==> config.mk <==
export PLATFORM = sky130hd
export DESIGN_NAME = sd_access_arbiter
export DESIGN_NICKNAME = d
export VERILOG_FILES = /design/src/rtl/sd_access_arbiter.sv
export SDC_FILE = /design/constraint.sdc
export NUM_CORES = 1
export LEC_CHECK = 0
export CORE_MARGIN = 5
export CORE_UTILIZATION = 36
export CTS_BUF_LIST = sky130_fd_sc_hd__clkbuf_4 sky130_fd_sc_hd__clkbuf_8
export DETAILED_ROUTE_END_ITERATION = 16
export PLACE_DENSITY = 0.76
export SYNTH_ARGS = -nofsm -noshare
export SYNTH_HDL_FRONTEND = slang
export SYNTH_SLANG_ARGS = --single-unit
export TNS_END_PERCENT = 20
==> constraint.sdc <==
create_clock -name CLK -period 1.6 [get_ports CLK]
set_input_delay 0.32 -clock CLK [delete_from_list [all_inputs] [get_ports CLK]]
set_output_delay 0.32 -clock CLK [all_outputs]
set_load 0.005 [all_outputs]
==> src/rtl/sd_access_arbiter.sv <==
// sd_access_arbiter: round-robin owner of the single SD controller.
// A requester raises REQ with its address/data. It is granted in turn.
// The arbiter then drives the controller's read/write command level and
// returns a one-cycle DONE pulse, or an ERR pulse if the command is never
// accepted within ISSUE_TMO cycles.
module sd_access_arbiter #(
    parameter int N_REQ     = 2,
    parameter int DW        = 16,
    parameter int ISSUE_TMO = 1024
) (
    input  logic                  CLK,
    input  logic                  RESET_n,
    input  logic [N_REQ-1:0]      REQ,
    input  logic [N_REQ-1:0]      REQ_WE,
    input  logic [32*N_REQ-1:0]   REQ_ADDR,
    input  logic [DW*N_REQ-1:0]   REQ_WDATA,
    output logic [N_REQ-1:0]      GNT,
    output logic [N_REQ-1:0]      DONE,
    output logic [N_REQ-1:0]      ERR,
    input  logic                  SD_HAS_INITIALIZED,
    input  logic                  SD_IS_READING,
    input  logic                  SD_IS_WRITING,
    output logic                  SD_TO_READ,
    output logic                  SD_TO_WRITE,
    output logic [31:0]           SD_READ_ADDRESS,
    output logic [31:0]           SD_WRITE_ADDRESS,
    output logic [DW-1:0]         SD_DATA_TO_WRITE
);

    localparam int IW = (N_REQ > 1) ? $clog2(N_REQ) : 1;
    localparam int CW = $clog2(ISSUE_TMO) + 1;

    typedef enum logic [2:0] {
        WAIT_INIT,
        IDLE,
        ISSUE,
        BUSY,
        FINISH
    } state_t;

    state_t          state;
    state_t          state_nx;
    logic [IW-1:0]   ptr;
    logic [IW-1:0]   idx;
    logic            we;
    logic            tmo_err;
    logic [CW-1:0]   cnt;
    logic            pick_vld;
    logic [IW-1:0]   pick_idx;
    logic            busy_sel;
    logic            tmo_hit;

    // Requester index k places after the round-robin pointer, wrapping.
    function automatic logic [IW-1:0] rr_index(input logic [IW-1:0] p, input int k);
        int j;
        j = int'(p) + k;
        if (j >= N_REQ) j = j - N_REQ;
        return IW'(j);
    endfunction

    // Busy flag that matches the direction of the current transaction.
    assign busy_sel = we ? SD_IS_WRITING : SD_IS_READING;
    // Last cycle of the command window; leaving ISSUE here without busy means timeout.
    assign tmo_hit  = (cnt == CW'(ISSUE_TMO - 1));

    // Round-robin pick: scan backwards so the nearest requester at/after ptr wins.
    always_comb begin
        pick_vld = 1'b0;
        pick_idx = '0;
        for (int k = N_REQ - 1; k >= 0; k--) begin
            if (REQ[rr_index(ptr, k)]) begin
                pick_vld = 1'b1;
                pick_idx = rr_index(ptr, k);
            end
        end
    end

    // State register; only reset returns the arbiter to WAIT_INIT.
    always_ff @(posedge CLK) begin
        if (!RESET_n) state <= WAIT_INIT;
        else          state <= state_nx;
    end

    // Next-state logic.
    always_comb begin
        state_nx = state;
        case (state)
            WAIT_INIT: if (SD_HAS_INITIALIZED) state_nx = IDLE;
            IDLE:      if (pick_vld) state_nx = ISSUE;
            ISSUE: begin
                if (busy_sel)     state_nx = BUSY;
                else if (tmo_hit) state_nx = FINISH;
            end
            BUSY:      if (!busy_sel) state_nx = FINISH;
            FINISH:    state_nx = IDLE;
            default:   state_nx = WAIT_INIT;
        endcase
    end

    // Transaction context: latched at grant, timeout counter, fairness pointer.
    always_ff @(posedge CLK) begin
        if (!RESET_n) begin
            ptr              <= '0;
            idx              <= '0;
            we               <= 1'b0;
            tmo_err          <= 1'b0;
            cnt              <= '0;
            SD_READ_ADDRESS  <= '0;
            SD_WRITE_ADDRESS <= '0;
            SD_DATA_TO_WRITE <= '0;
        end else begin
            if (state == IDLE && pick_vld) begin
                idx     <= pick_idx;
                we      <= REQ_WE[pick_idx];
                tmo_err <= 1'b0;
                cnt     <= '0;
                if (REQ_WE[pick_idx]) begin
                    SD_WRITE_ADDRESS <= REQ_ADDR[32*pick_idx +: 32];
                    SD_DATA_TO_WRITE <= REQ_WDATA[DW*pick_idx +: DW];
                end else begin
                    SD_READ_ADDRESS  <= REQ_ADDR[32*pick_idx +: 32];
                end
            end
            if (state == ISSUE && cnt != {CW{1'b1}}) cnt <= cnt + 1'b1;
            if (state == ISSUE && !busy_sel && tmo_hit) tmo_err <= 1'b1;
            if (state == FINISH) ptr <= (int'(idx) == N_REQ - 1) ? '0 : idx + 1'b1;
        end
    end

    // Outputs decoded from state: grant spans ISSUE/BUSY, pulses come from FINISH.
    always_comb begin
        GNT         = '0;
        DONE        = '0;
        ERR         = '0;
        SD_TO_READ  = 1'b0;
        SD_TO_WRITE = 1'b0;
        case (state)
            ISSUE: begin
                GNT[idx]    = 1'b1;
                SD_TO_READ  = !we;
                SD_TO_WRITE = we;
            end
            BUSY:   GNT[idx] = 1'b1;
            FINISH: begin
                if (tmo_err) ERR[idx]  = 1'b1;
                else         DONE[idx] = 1'b1;
            end
            default: ;
        endcase
    end

endmodule

Word level (Yosys, flattened, before mapping)
Index checks and enable logic that the tools add are counted.
- multiplexer cells: 33
- eq/ne operators: 10
- magnitude comparators: 7
- shift operators: 2
- bitwise gates (word level): 1
- add/sub/neg operators: 5
- reductions and logical operators: 14
- operators by type and width (cell ; count):
    variable part select 64 x 7 -> 32 bit ; 1
    variable part select 32 x 6 -> 16 bit ; 1
    2-to-1 mux 11 bit ; 2
    2-to-1 mux 1 bit ; 19
    2-to-1 mux 3 bit ; 5
    case mux 3 bit (5 select lines) ; 1
    adder 11 x 1 -> 11 bit, second input constant ; 1
    == test 11 x 10 -> 1 bit, second input constant ; 1
    inequality test 11 bit, second input constant ; 1
    2-to-1 mux 2 bit ; 5
    less-than comparator 1 x 2 -> 1 bit, second input constant ; 4
    == test 3 x 2 -> 1 bit, second input constant ; 2
    inequality test 2 bit, second input constant ; 3
    logical AND 1 bit ; 5
    AND reduction 2 bit ; 2
    AND reduction 4 bit ; 1
    nonzero test 2 bit ; 2
    == test 3 x 1 -> 1 bit, second input constant ; 1
    == test 3 bit, second input constant ; 1
    logical NOT 3 bit ; 1
    inequality test 3 bit, second input constant ; 1
    adder 1 x 1 -> 2 bit, second input constant ; 1
    >= comparator 1 x 2 -> 1 bit, second input constant ; 1
    >= comparator 2 bit, second input constant ; 1
    7 further kinds ; 9
- word-level logic and storage cells: 81
- output and inout port bits: 88
- input port bits: 105
- register bits after elaboration: 98

Depth between registers and ports, before layout
Gate-level depths: netlist of run 1.
- depth after elaboration: 11
- depth in mapped cells: 8
- gate-level depth less buffers: 5

Least setup slack after synthesis of run 1
OpenSTA, ideal clock, no wires.
- path type: register -> register
- start: register cnt[0]
- end: register cnt[2]
- arrival: 1.624 ns
- cell stages (with the launch flop): 6
- library setup time: 0.122 ns
- setup slack: -0.146 ns
- buffers on the path: 0
- required time: 1.478 ns
- period minus slack after synthesis: 1.746 ns
- path through: dfxtp_1 > ha_1 > nand3_2 > nor4_4 > nor2_1 > a221o_1
- longest elaborated chain between the ends: 3
- elaborated cells between the ends (all ways): 5
- those cells by class: 1 x add/sub; 1 x eq/ne; 1 x mux; 2 x reduce/logical
- ends and longest elaborated chain (element ; RTL line ; source):
    start: declaration ; 47 ; logic [CW-1:0] cnt;
    start signal: assignment ; 124 ; if (state == ISSUE && cnt != {CW{1'b1}}) cnt <= cnt + 1'b1;
    parallel branches: the longest is 3 deep, another holds adder 11 x 1 -> 11 bit ; -- ;
Parallel ways; which one is timed is not known.
A chain may end at the register's enable or synchronous reset.

Worst setup path after layout of run 1
- start: register state[1]
- end: register SD_WRITE_ADDRESS[14]
- longest elaborated chain between the ends: 3
- ends and longest elaborated chain (element ; RTL line ; source):
    start: declaration ; 41 ; state_t state;
    start signal: assignment ; 81 ; else state <= state_nx;
    == test 3 x 1 -> 1 bit ; 112 ; if (state == IDLE && pick_vld) begin
    logical AND 1 bit ; 112 ;
    AND reduction 2 bit (no source line) ; -- ;
    end signal: assignment ; 118 ; SD_WRITE_ADDRESS <= REQ_ADDR[32*pick_idx +: 32];
    end: declaration ; 26 ; output logic [31:0] SD_WRITE_ADDRESS,
No other way between the ends.

==> metrics.txt, run 1 <==
post-synthesis register bit count 98; PnR worst setup slack -165.1 ps; die height 131.5 um; Yosys Warn Count 0; failing checks setup timing; RSZ-0062 raised after global routing true; FF-to-FF Start state[1]$_SDFFE_PN0P_; TritonCTS clock tree yes; pre-CTS setup slack -604.9 ps; largest net degree at the start of global routing 63; GRT Overall Usage 0.2144; run status finished, violations left; register area share after synthesis 0.3695; synthesized instance count 605; Clk pin slew, worst setup/hold paths 90 ps; worst vdd ir 0.5445 mV; Worst Setup End Kind register; Antenna Nets Post-Route 0; post-DP HPWL 12,400 um; r2r setup slk -170 ps; CP Max Fanout 7; IO Pins 193; slowest CP cell dfxtp_4; clock latency on the worst-skew pair 380 ps; Flop pwr share 0.396; total power 7.168 mW; most common cell after layout, fill and taps aside clkdlybuf4s50_1; CTS sink cnt 98; dpl cell area 0.007772 sq mm; Unique masters post-synth 54; Async S/R FF share, synth 0; hold_buf cts 0; gr ovfl total 0; Hold Path Class input pin to register; first-pass GRT wire length 30,820 um; pin slew with the least headroom to its limit 522.5 ps; max_cap viols 0; vias in the first global route 5,784; Int Pwr 4.863 mW; WHS 425.5 ps; Final setup viols 76; Post-Syn Nets 711; path type of the worst setup path register to register; Clock Power Share 0.225; CP max stage delay 380 ps; reg2reg end SD_WRITE_ADDRESS[14]$_SDFFE_PN0P_; antenna violations before repair 2; Comb pwr share 0.379; via density per instance 5.604; design area 0.009114 sq mm; Layout Nets 931; Routed wire per std cell 19.74 um; I/O Buffers 192; area grow syn2layout 71.63%; routed wire length 20,000 um; CP Cell Sequence buf_6 > nor3b_4 > buf_6 > nand2_8 > a21o_4 > buf_12 > buf_16 > a211oi_2; minimum clock period 1765 ps; # DRC 0; row count 44; Synth Area per Inst 8.777 sq um; final cycle utilization of the critical path 1.103; switching power of the nets 2.305 mW; r2r worst-path depth 8; hold path cells 3; cell family with most CP delay buffers and inverters; required time of the critical path 1900 ps; Power Density 786.5 mW/mm^2; Post-synth EDFFs 0; core region area 0.01448 sq mm; total CTS buffers 9; commonest cells after routing, fill and taps aside 144 x clkdlybuf4s50_1, 71 x dfxtp_1, 62 x a211oi_2; CTS H-tree depth 3; hold path start REQ[1]; final hold vios 0; Worst slew margin 0.6485; via count 5,677; switching part of the total 0.3216; die area 0.01728 sq mm; CTS root buf clkbuf_8; startpoint types register; Clock Tree Buf Depth 2; Leak Pwr 3.735 nW; layout cell share with drive strength beyond 1 0.3241; mapped cell area 0.005310 sq mm; most used cell, CP buf_6; Initial Util 0.3667; placer congestion estimate 0.8520; Hold Path End idx$_SDFFE_PN0P_; Synth Flop Type dfxtp_1; Die W 131.5 um; first-pass detailed-route iteration total 4; DRT iter0 DRCs 357; Setup Skew 14.10 ps; Final Max Tran Viols 0; Data arrival, critical path 2070 ps; Buf/Inv on CP 4; maximum clock frequency 566.5 MHz
power groups by stage:
stage / registers, mW / logic, mW / clock network (mW)
finish: 2.84 / 2.72 / 1.61
global route: 2.87 / 2.91 / 1.76
global placement: 2.87 / 2.09 / 0
floorplan: 2.88 / 0.969 / 0
detailed placement: 2.87 / 2.11 / 0
CTS: 2.82 / 2.55 / 1.64
cell families (layout without fill, tap and decap cells):
group / after synthesis / count (layout) / share of synthesized area
XOR/XNOR: 2 / 2 / 0.003299
other: 0 / 2 / 0
adder cells (fa/ha/maj): 1 / 1 / 0.002356
AND/OR/NAND/NOR: 140 / 140 / 0.1484
flip-flops: 98 / 98 / 0.3695
AO/OA/AOI/OAI: 239 / 239 / 0.3678
buffers and inverters: 122 / 344 / 0.1025
multiplexers: 3 / 3 / 0.006126
synthesized netlist by cell type (2+ instances only):
master | number | share of area
a21o_1 | 2 | 0.0028
inv_1 | 52 | 0.037
buf_6 | 10 | 0.021
nor4_1 | 2 | 0.0024
a211oi_2 | 28 | 0.066
clkbuf_1 | 52 | 0.037
mux2_2 | 2 | 0.0042
a21boi_0 | 45 | 0.064
a32oi_1 | 2 | 0.0033
nor3b_1 | 2 | 0.0028
a31oi_1 | 34 | 0.040
nand2_1 | 10 | 0.0071
nand4_1 | 2 | 0.0024
a21boi_1 | 3 | 0.0042
o21ai_0 | 5 | 0.0047
a211oi_1 | 53 | 0.075
nand3_2 | 2 | 0.0038
buf_2 | 6 | 0.0057
a221o_1 | 3 | 0.0057
or2_2 | 2 | 0.0024
a21oi_1 | 5 | 0.0047
o211a_1 | 2 | 0.0038
and3_1 | 49 | 0.058
and2_1 | 4 | 0.0047
nand3_1 | 5 | 0.0047
dfxtp_1 | 98 | 0.37
nor2_1 | 44 | 0.031
nand3b_1 | 2 | 0.0028
a22o_1 | 2 | 0.0033
nor2b_1 | 3 | 0.0035
nor3_1 | 5 | 0.0047
a2111oi_0 | 47 | 0.078
sequential cells by signal, indices dropped and copies added, names as in the netlist:
register,count
SD_WRITE_ADDRESS,32
tmo_err,1
state,3
idx,1
we,1
ptr,1
SD_READ_ADDRESS,32
SD_DATA_TO_WRITE,16
cnt,11
through the flow:
step | util | TNS, ps | std cells
final | 0.6295 | -6552 | 1013
after global routing | 0.6293 | -13040 | 1012
after CTS | 0.5962 | -4121 | 1010
after detailed placement | 0.5368 | -40090 | 978
after global placement | 0.5368 | -37430 | 978
after floorplan | - | -948.8 | 605
worst max path at each step:
stage | start | endpoint | depth (start not counted)
6_report | state[1]$_SDFFE_PN0P_ | SD_WRITE_ADDRESS[14]$_SDFFE_PN0P_ | 8
5_1_grt | state[1]$_SDFFE_PN0P_ | SD_WRITE_ADDRESS[17]$_SDFFE_PN0P_ | 7
4_1_cts | state[1]$_SDFFE_PN0P_ | SD_TO_READ | 3
3_5_place_dp | REQ[0] | SD_WRITE_ADDRESS[13]$_SDFFE_PN0P_ | 6
3_3_place_gp | REQ[0] | SD_WRITE_ADDRESS[13]$_SDFFE_PN0P_ | 6
2_1_floorplan | ptr$_SDFFE_PN0P_ | SD_WRITE_ADDRESS[20]$_SDFFE_PN0P_ | 7
metal layers:
layer / share of wire / track usage / wire, um
met1: 0.42 / 0.2695 / 8470
met2: 0.49 / 0.3589 / 9881
met3: 0.065 / 0.06766 / 1290
met4: 0.017 / 0.05200 / 344
met5: 0.00035 / 0 / 7
what timing repair did:
| item | CTS | global route |
|---|---|---|
| gates resized for setup | 148 | 134 |
| pin swaps | 20 | 29 |
| cloned | 6 | 1 |
| setup endpoints to repair | 100 | 153 |
| buffers inserted | 14 | 2 |
tightest hold or removal path, stage by stage:
cell	delay, ps
buf_2	210
a32oi_1	150
nor2_1	90
layout make-up:
cell class	instances	area (sq um)
tap	184	230.2
clock inverter	3	42.54
timing repair buffer	278	2950
fill	1137	5365
inverter	53	200.2
antenna	2	5.005
sequential	98	2003
multi-input combinational	385	3545
clock buffer	10	137.6
Note: power is estimated with default switching activity, not from simulation.
==> run 2, diff against run 1 <==
--- a/config.mk
+++ b/config.mk
@@ -9,7 +9,7 @@
 export CORE_UTILIZATION = 36
 export CTS_BUF_LIST = sky130_fd_sc_hd__clkbuf_4 sky130_fd_sc_hd__clkbuf_8
 export DETAILED_ROUTE_END_ITERATION = 16
-export PLACE_DENSITY = 0.76
+export PLACE_DENSITY = 0.78
 export SYNTH_ARGS = -nofsm -noshare
 export SYNTH_HDL_FRONTEND = slang
 export SYNTH_SLANG_ARGS = --single-unit
==> constraint.sdc (replaced) <==
create_clock -name CLK -period 1.6 [get_ports CLK]
set_input_delay 0.24 -clock CLK [delete_from_list [all_inputs] [get_ports CLK]]
set_output_delay 0.24 -clock CLK [all_outputs]
set_load 0.005 [all_outputs]
==> run 2 against run 1 <==
The flow still finishes with violations (setup timing). First-iteration DRC count grew 19%. Worst hold slack gained 38 ps. Cell area decreased by 0.19%. Non-clock buffer count rose by 14. Critical path type is now register to primary output.
==> metrics.txt, run 2 (synthesized netlist as in run 1, its figures left out) <==
layout cell share with drive strength beyond 1 0.3195 (-0.004536); slowest CP cell dfxtp_4; Util after Layout 0.6282 (-0.001209); Critical Path Start state[1]$_SDFFE_PN0P_; Fin Setup TNS -1799 ps (+4753 ps); maximum clock frequency 582.3 MHz (+2.8%); Leak Pwr 3.198 nW (-14%); Clock Tree Buf Depth 2 (unchanged); RSZ-0062 raised after global routing true; Finished Layout Cells 1,029 (+1.6%); I/O Buffers 192 (unchanged); die area 0.01728 sq mm (unchanged); Power Density 810.7 mW/mm^2 (+3.1%); row count 44 (unchanged); die height 131.5 um (unchanged); Regs by FF count SD_READ_ADDRESS (32), SD_WRITE_ADDRESS (32), SD_DATA_TO_WRITE (16); CP Cell Sequence buf_6 > or3b_4 > nor2_4 > buf_2; max_cap viols 0 (unchanged); first-pass GRT wire length 29,990 um (-2.7%); antenna fix cells 0 (-2); placer congestion estimate 0.8487 (-0.39%); cell count after placement 992 (+1.4%); PnR worst setup slack -117.3 ps (+47.85 ps); CTS sink cnt 98 (unchanged); Worst Setup End Kind primary output; run status finished, violations left; via count 5,835 (+2.8%); required time of the critical path 1360 ps (-540 ps); Worst slew margin 0.6779 (+0.02938); CTS root buf clkbuf_8; first-pass detailed-route iteration total 5 (+1); IO Pins 193 (unchanged); end point of the critical path SD_TO_READ; failing checks setup timing; TritonCTS clock tree yes; commonest cells after routing, fill and taps aside 183 x clkdlybuf4s50_1, 90 x dfxtp_1, 65 x buf_4; # DRC 0 (unchanged); Stages on worst setup path 4 (-4); DRT iter0 DRCs 424 (+19%); reg2reg end cnt[2]$_SDFFE_PN0P_; hold_buf cts 0 (unchanged); total power 7.374 mW (+2.9%); hold path cells 2 (-1); gr ovfl total 0 (unchanged); path type of the worst setup path register to primary output; Routed wire per std cell 19.30 um (-2.2%); Hold Path Class register to register; total CTS buffers 9 (unchanged); pin slew with the least headroom to its limit 478.9 ps (-43.68 ps); Data arrival, critical path 1480 ps (-590 ps); core region area 0.01448 sq mm (unchanged); vias in the first global route 5,757 (-0.47%); routed wire length 19,860 um (-0.68%); Initial Util 0.3667 (unchanged); via density per instance 5.671 (+1.2%); GRT Overall Usage 0.2079 (-0.006478); FF-to-FF Start state[1]$_SDFFE_PN0P_; Antenna Nets Post-Route 0 (unchanged); final cycle utilization of the critical path 1.073 (-0.02991); Die W 131.5 um (unchanged); Setup Skew 8.890 ps (-5.205 ps); WHS 463.6 ps (+38.09 ps); antenna violations before repair 0 (-2); minimum clock period 1717 ps (-47.85 ps); Layout Nets 946 (+1.6%); most common cell after layout, fill and taps aside clkdlybuf4s50_1; area grow syn2layout 71.30%; hold path start SD_WRITE_ADDRESS[11]$_SDFFE_PN0P_; r2r setup slk -100 ps (+70 ps); Buf/Inv on CP 2 (-2); worst vdd ir 0.4789 mV (-12%); Clk pin slew, worst setup/hold paths 100 ps (about the same); CP Max Fanout 4 (-3); final hold vios 0 (unchanged); largest net degree at the start of global routing 47 (-25%); post-DP HPWL 12,950 um (+4.4%); Final Max Tran Viols 0 (unchanged); r2r worst-path depth 5 (-3); clock latency on the worst-skew pair 380 ps (about the same); Final setup viols 47 (-38%); CP max stage delay 390 ps (about the same); Fill cells 1,153 (+1.4%); CTS H-tree depth 3 (unchanged); startpoint types register; cell family with most CP delay simple AND/OR/NAND/NOR gates
run 2: power breakdown:
group	leakage, nW	internal, mW	total [mW]	switching (mW)
Clock	0.102	0.901	1.84	0.935
Sequential	0.801	2.68	2.85	0.166
Combinational	2.29	1.45	2.69	1.24
Total	3.20	5.04	7.37	2.34
run 2: worst min-delay path: cells and delay by family, from the launching register on:
kind / cells / cell delay, ps
buffers and inverters: 1 / 50
DFF: 1 / 320
AOI/OAI and AO/OA: 1 / 50
run 2: metal layers:
metal  track usage  part of all wire  vias up
met2        0.3476              0.49      218
met1        0.2622              0.42     2808
met3       0.06078             0.072       37
met5             0                 0        -
met4       0.05657             0.021        0
li1              -                 -     2772
run 2: final cells by class:
type	count	area, sq um	share of cell area
clock buffers	10	131.4	0.01444
clock inverters	6	91.34	0.01004
inverters	53	200.2	0.02201
multi-input cells	386	3518	0.3868
flip-flops and latches	98	1979	0.2176
well taps	184	230.2	0.02531
repair buffers	292	2945	0.3238
run 2: how the worst min path moves through the flow:
stage,to,slack [ps]
floorplan,state[1]$_SDFFE_PN0P_,370
global placement,SD_DATA_TO_WRITE[5]$_SDFFE_PN0P_,440
detailed placement,SD_DATA_TO_WRITE[11]$_SDFFE_PN0P_,450
CTS,SD_DATA_TO_WRITE[11]$_SDFFE_PN0P_,460
global route,SD_WRITE_ADDRESS[6]$_SDFFE_PN0P_,480
finish,SD_WRITE_ADDRESS[11]$_SDFFE_PN0P_,460
run 2: timing repair:
action / 4_1_cts / 5_1_grt
pin swaps: 18 / 53
gates resized for setup: 146 / 90
endpoints found under the hold margin: 0 / 0
cloned: 1 / 5
buffers inserted: 8 / 7
setup endpoints to repair: 88 / 101
run 2: stage by stage:
| step | area, sq um | setup slack (ps) |
|---|---|---|
| CTS | 8537 | -174.7 |
| global route | 9096 | -174.7 |
| detailed placement | 7890 | -511.0 |
| floorplan | 5319 | -20.96 |
| finish | 9096 | -117.3 |
| global placement | 7890 | -430.7 |
==> run 3, diff against run 2 <==
--- a/config.mk
+++ b/config.mk
@@ -5,10 +5,12 @@
 export SDC_FILE = /design/constraint.sdc
 export NUM_CORES = 1
 export LEC_CHECK = 0
+export CAP_MARGIN = 15
 export CORE_MARGIN = 5
 export CORE_UTILIZATION = 36
 export CTS_BUF_LIST = sky130_fd_sc_hd__clkbuf_4 sky130_fd_sc_hd__clkbuf_8
 export DETAILED_ROUTE_END_ITERATION = 16
+export MAX_ROUTING_LAYER = met4
 export PLACE_DENSITY = 0.78
 export SYNTH_ARGS = -nofsm -noshare
 export SYNTH_HDL_FRONTEND = slang
==> run 3 against run 2 <==
Final cell count is essentially flat. Combinational power is essentially flat. Die area is the same. Largest power group unchanged. Worst hold slack gained 3.0 ps. Flip-flop and latch count is the same. Clock power is essentially flat. Clock skew grew 0.88 ps. The flow still finishes with violations (setup timing). Worst setup slack is essentially flat. Via count grew 0.77%. Routed wire length grew 1.8%. Sequential power is essentially flat.
==> metrics.txt, run 3 (synthesized netlist as in run 1, its figures left out) <==
run status finished, violations left; failing checks setup timing; Die W 131.5 um (unchanged); first-pass detailed-route iteration total 5 (unchanged); area grow syn2layout 71.68%; GRT Overall Usage 0.2141 (+0.006164); dpl cell area 0.007890 sq mm (unchanged); design area 0.009116 sq mm (+0.22%); total power 7.403 mW (+0.38%); gr ovfl total 0 (unchanged); Routed wire per std cell 19.63 um (+1.7%); I/O Buffers 192 (unchanged); routed wire length 20,220 um (+1.8%); CTS sink cnt 98 (unchanged); die height 131.5 um (unchanged); worst vdd ir 0.4808 mV (+0.38%); # DRC 0 (unchanged); commonest cells after routing, fill and taps aside 183 x clkdlybuf4s50_1, 90 x dfxtp_1, 65 x buf_4; pin slew with the least headroom to its limit 471.0 ps (-7.891 ps); die area 0.01728 sq mm (unchanged); CP Max Fanout 3 (-1); Hold Path Class register to register; clock latency on the worst-skew pair 380 ps (about the same); antenna fix cells 0 (unchanged); Fill cells 1,152 (-0.087%); path type of the worst setup path register to primary output; core region area 0.01448 sq mm (unchanged); minimum clock period 1717 ps (-0.4350 ps); IO Pins 193 (unchanged); first-pass GRT wire length 29,980 um (about the same); via count 5,880 (+0.77%); Clk pin slew, worst setup/hold paths 100 ps (about the same); Initial Util 0.3667 (unchanged); Antenna Nets Post-Route 0 (unchanged); Worst Setup End Kind primary output; RSZ-0062 raised after global routing true; placer congestion estimate 0.8620 (+1.6%); antenna violations before repair 0 (unchanged); total CTS buffers 9 (unchanged); post-DP HPWL 12,950 um (unchanged); Setup Skew 9.769 ps (+0.8790 ps); PnR worst setup slack -116.9 ps (+0.4350 ps); Leak Pwr 3.210 nW (+0.39%); Regs by FF count SD_READ_ADDRESS (32), SD_WRITE_ADDRESS (32), SD_DATA_TO_WRITE (16); Worst slew margin 0.6832 (+0.005308); final cycle utilization of the critical path 1.073 (about the same); layout cell share with drive strength beyond 1 0.3191 (-0.0003777); final hold vios 0 (unchanged); TritonCTS clock tree yes; Util after Layout 0.6296 (+0.001382); maximum clock frequency 582.5 MHz (about the same); Data arrival, critical path 1480 ps (about the same); required time of the critical path 1360 ps (about the same); pre-CTS setup slack -511.0 ps (unchanged); CTS root buf clkbuf_8; via density per instance 5.709 (+0.67%); vias in the first global route 5,755 (-0.035%); largest net degree at the start of global routing 47 (unchanged); CTS H-tree depth 3 (unchanged); Layout Nets 947 (+0.11%); Final Max Tran Viols 0 (unchanged); WHS 466.5 ps (+2.972 ps); hold_buf cts 0 (unchanged); Power Density 812.0 mW/mm^2 (+0.16%); DRT iter0 DRCs 473 (+12%); max_cap viols 0 (unchanged); Clock Tree Buf Depth 2 (unchanged); row count 44 (unchanged); startpoint types register; most common cell after layout, fill and taps aside clkdlybuf4s50_1; Final setup viols 55 (+17%)
run 3: cell types whose count changed in the layout (fill, tap and decap cells not counted):
| cell | change |
|---|---|
| a21boi_1 | -2 |
| a21boi_0 | +2 |
| a2111oi_2 | -1 |
| a2111oi_1 | +1 |
| clkbuf_16 | +1 |
run 3: power by group:
part | leakage, nW | internal, mW | switching (mW) | total (mW)
registers | 0.801 | 2.68 | 0.168 | 2.85
logic | 2.31 | 1.46 | 1.25 | 2.71
clock network | 0.102 | 0.901 | 0.940 | 1.84
run 3: layout make-up:
class,count,area (sq um),area share
multi-input combinational,386,3513,0.3854
sequential,98,1979,0.2171
tap,184,230.2,0.02525
inverter,53,200.2,0.02196
clock inverter,6,91.34,0.01002
clock buffer,10,131.4,0.01441
timing repair buffer,293,2970,0.3258
run 3: path summary, 6_finish.rpt:
check,from,to,slack (ps),cells past startpoint
max,state[0]$_SDFFE_PN0P_,SD_TO_READ,-120,4
min,SD_WRITE_ADDRESS[11]$_SDFFE_PN0P_,SD_WRITE_ADDRESS[11]$_SDFFE_PN0P_,470,2
max reg2reg,state[0]$_SDFFE_PN0P_,cnt[2]$_SDFFE_PN0P_,-100,5
min reg2reg,SD_WRITE_ADDRESS[11]$_SDFFE_PN0P_,SD_WRITE_ADDRESS[11]$_SDFFE_PN0P_,470,2
run 3: through the flow:
step,setup TNS (ps),std cells
finish,-2601,1030
global route,-7778,1030
CTS,-2071,1017
detailed placement,-33760,992
global placement,-29810,992
floorplan,-915.8,605
run 3: layer usage:
| metal | GRT usage | wire length (um) |
|---|---|---|
| met3 | 0.05810 | 1451 |
| met4 | 0.05657 | 267 |
| met1 | 0.2641 | 8471 |
| met5 | - | 0 |
| met2 | 0.3473 | 10030 |
run 3: repair_timing:
item,CTS,global route
gates resized for setup,146,87
cloned,1,6
hold endpoints to repair,0,0
endpoints found under the setup margin,88,101
pin swaps,18,57
buffers inserted,8,7
run 3: critical path, cell delays in order, from the launching register on:
cell     delay [ps]
dfxtp_4         380
buf_6           120
or3b_4          390
nor2_4           90
buf_2           110
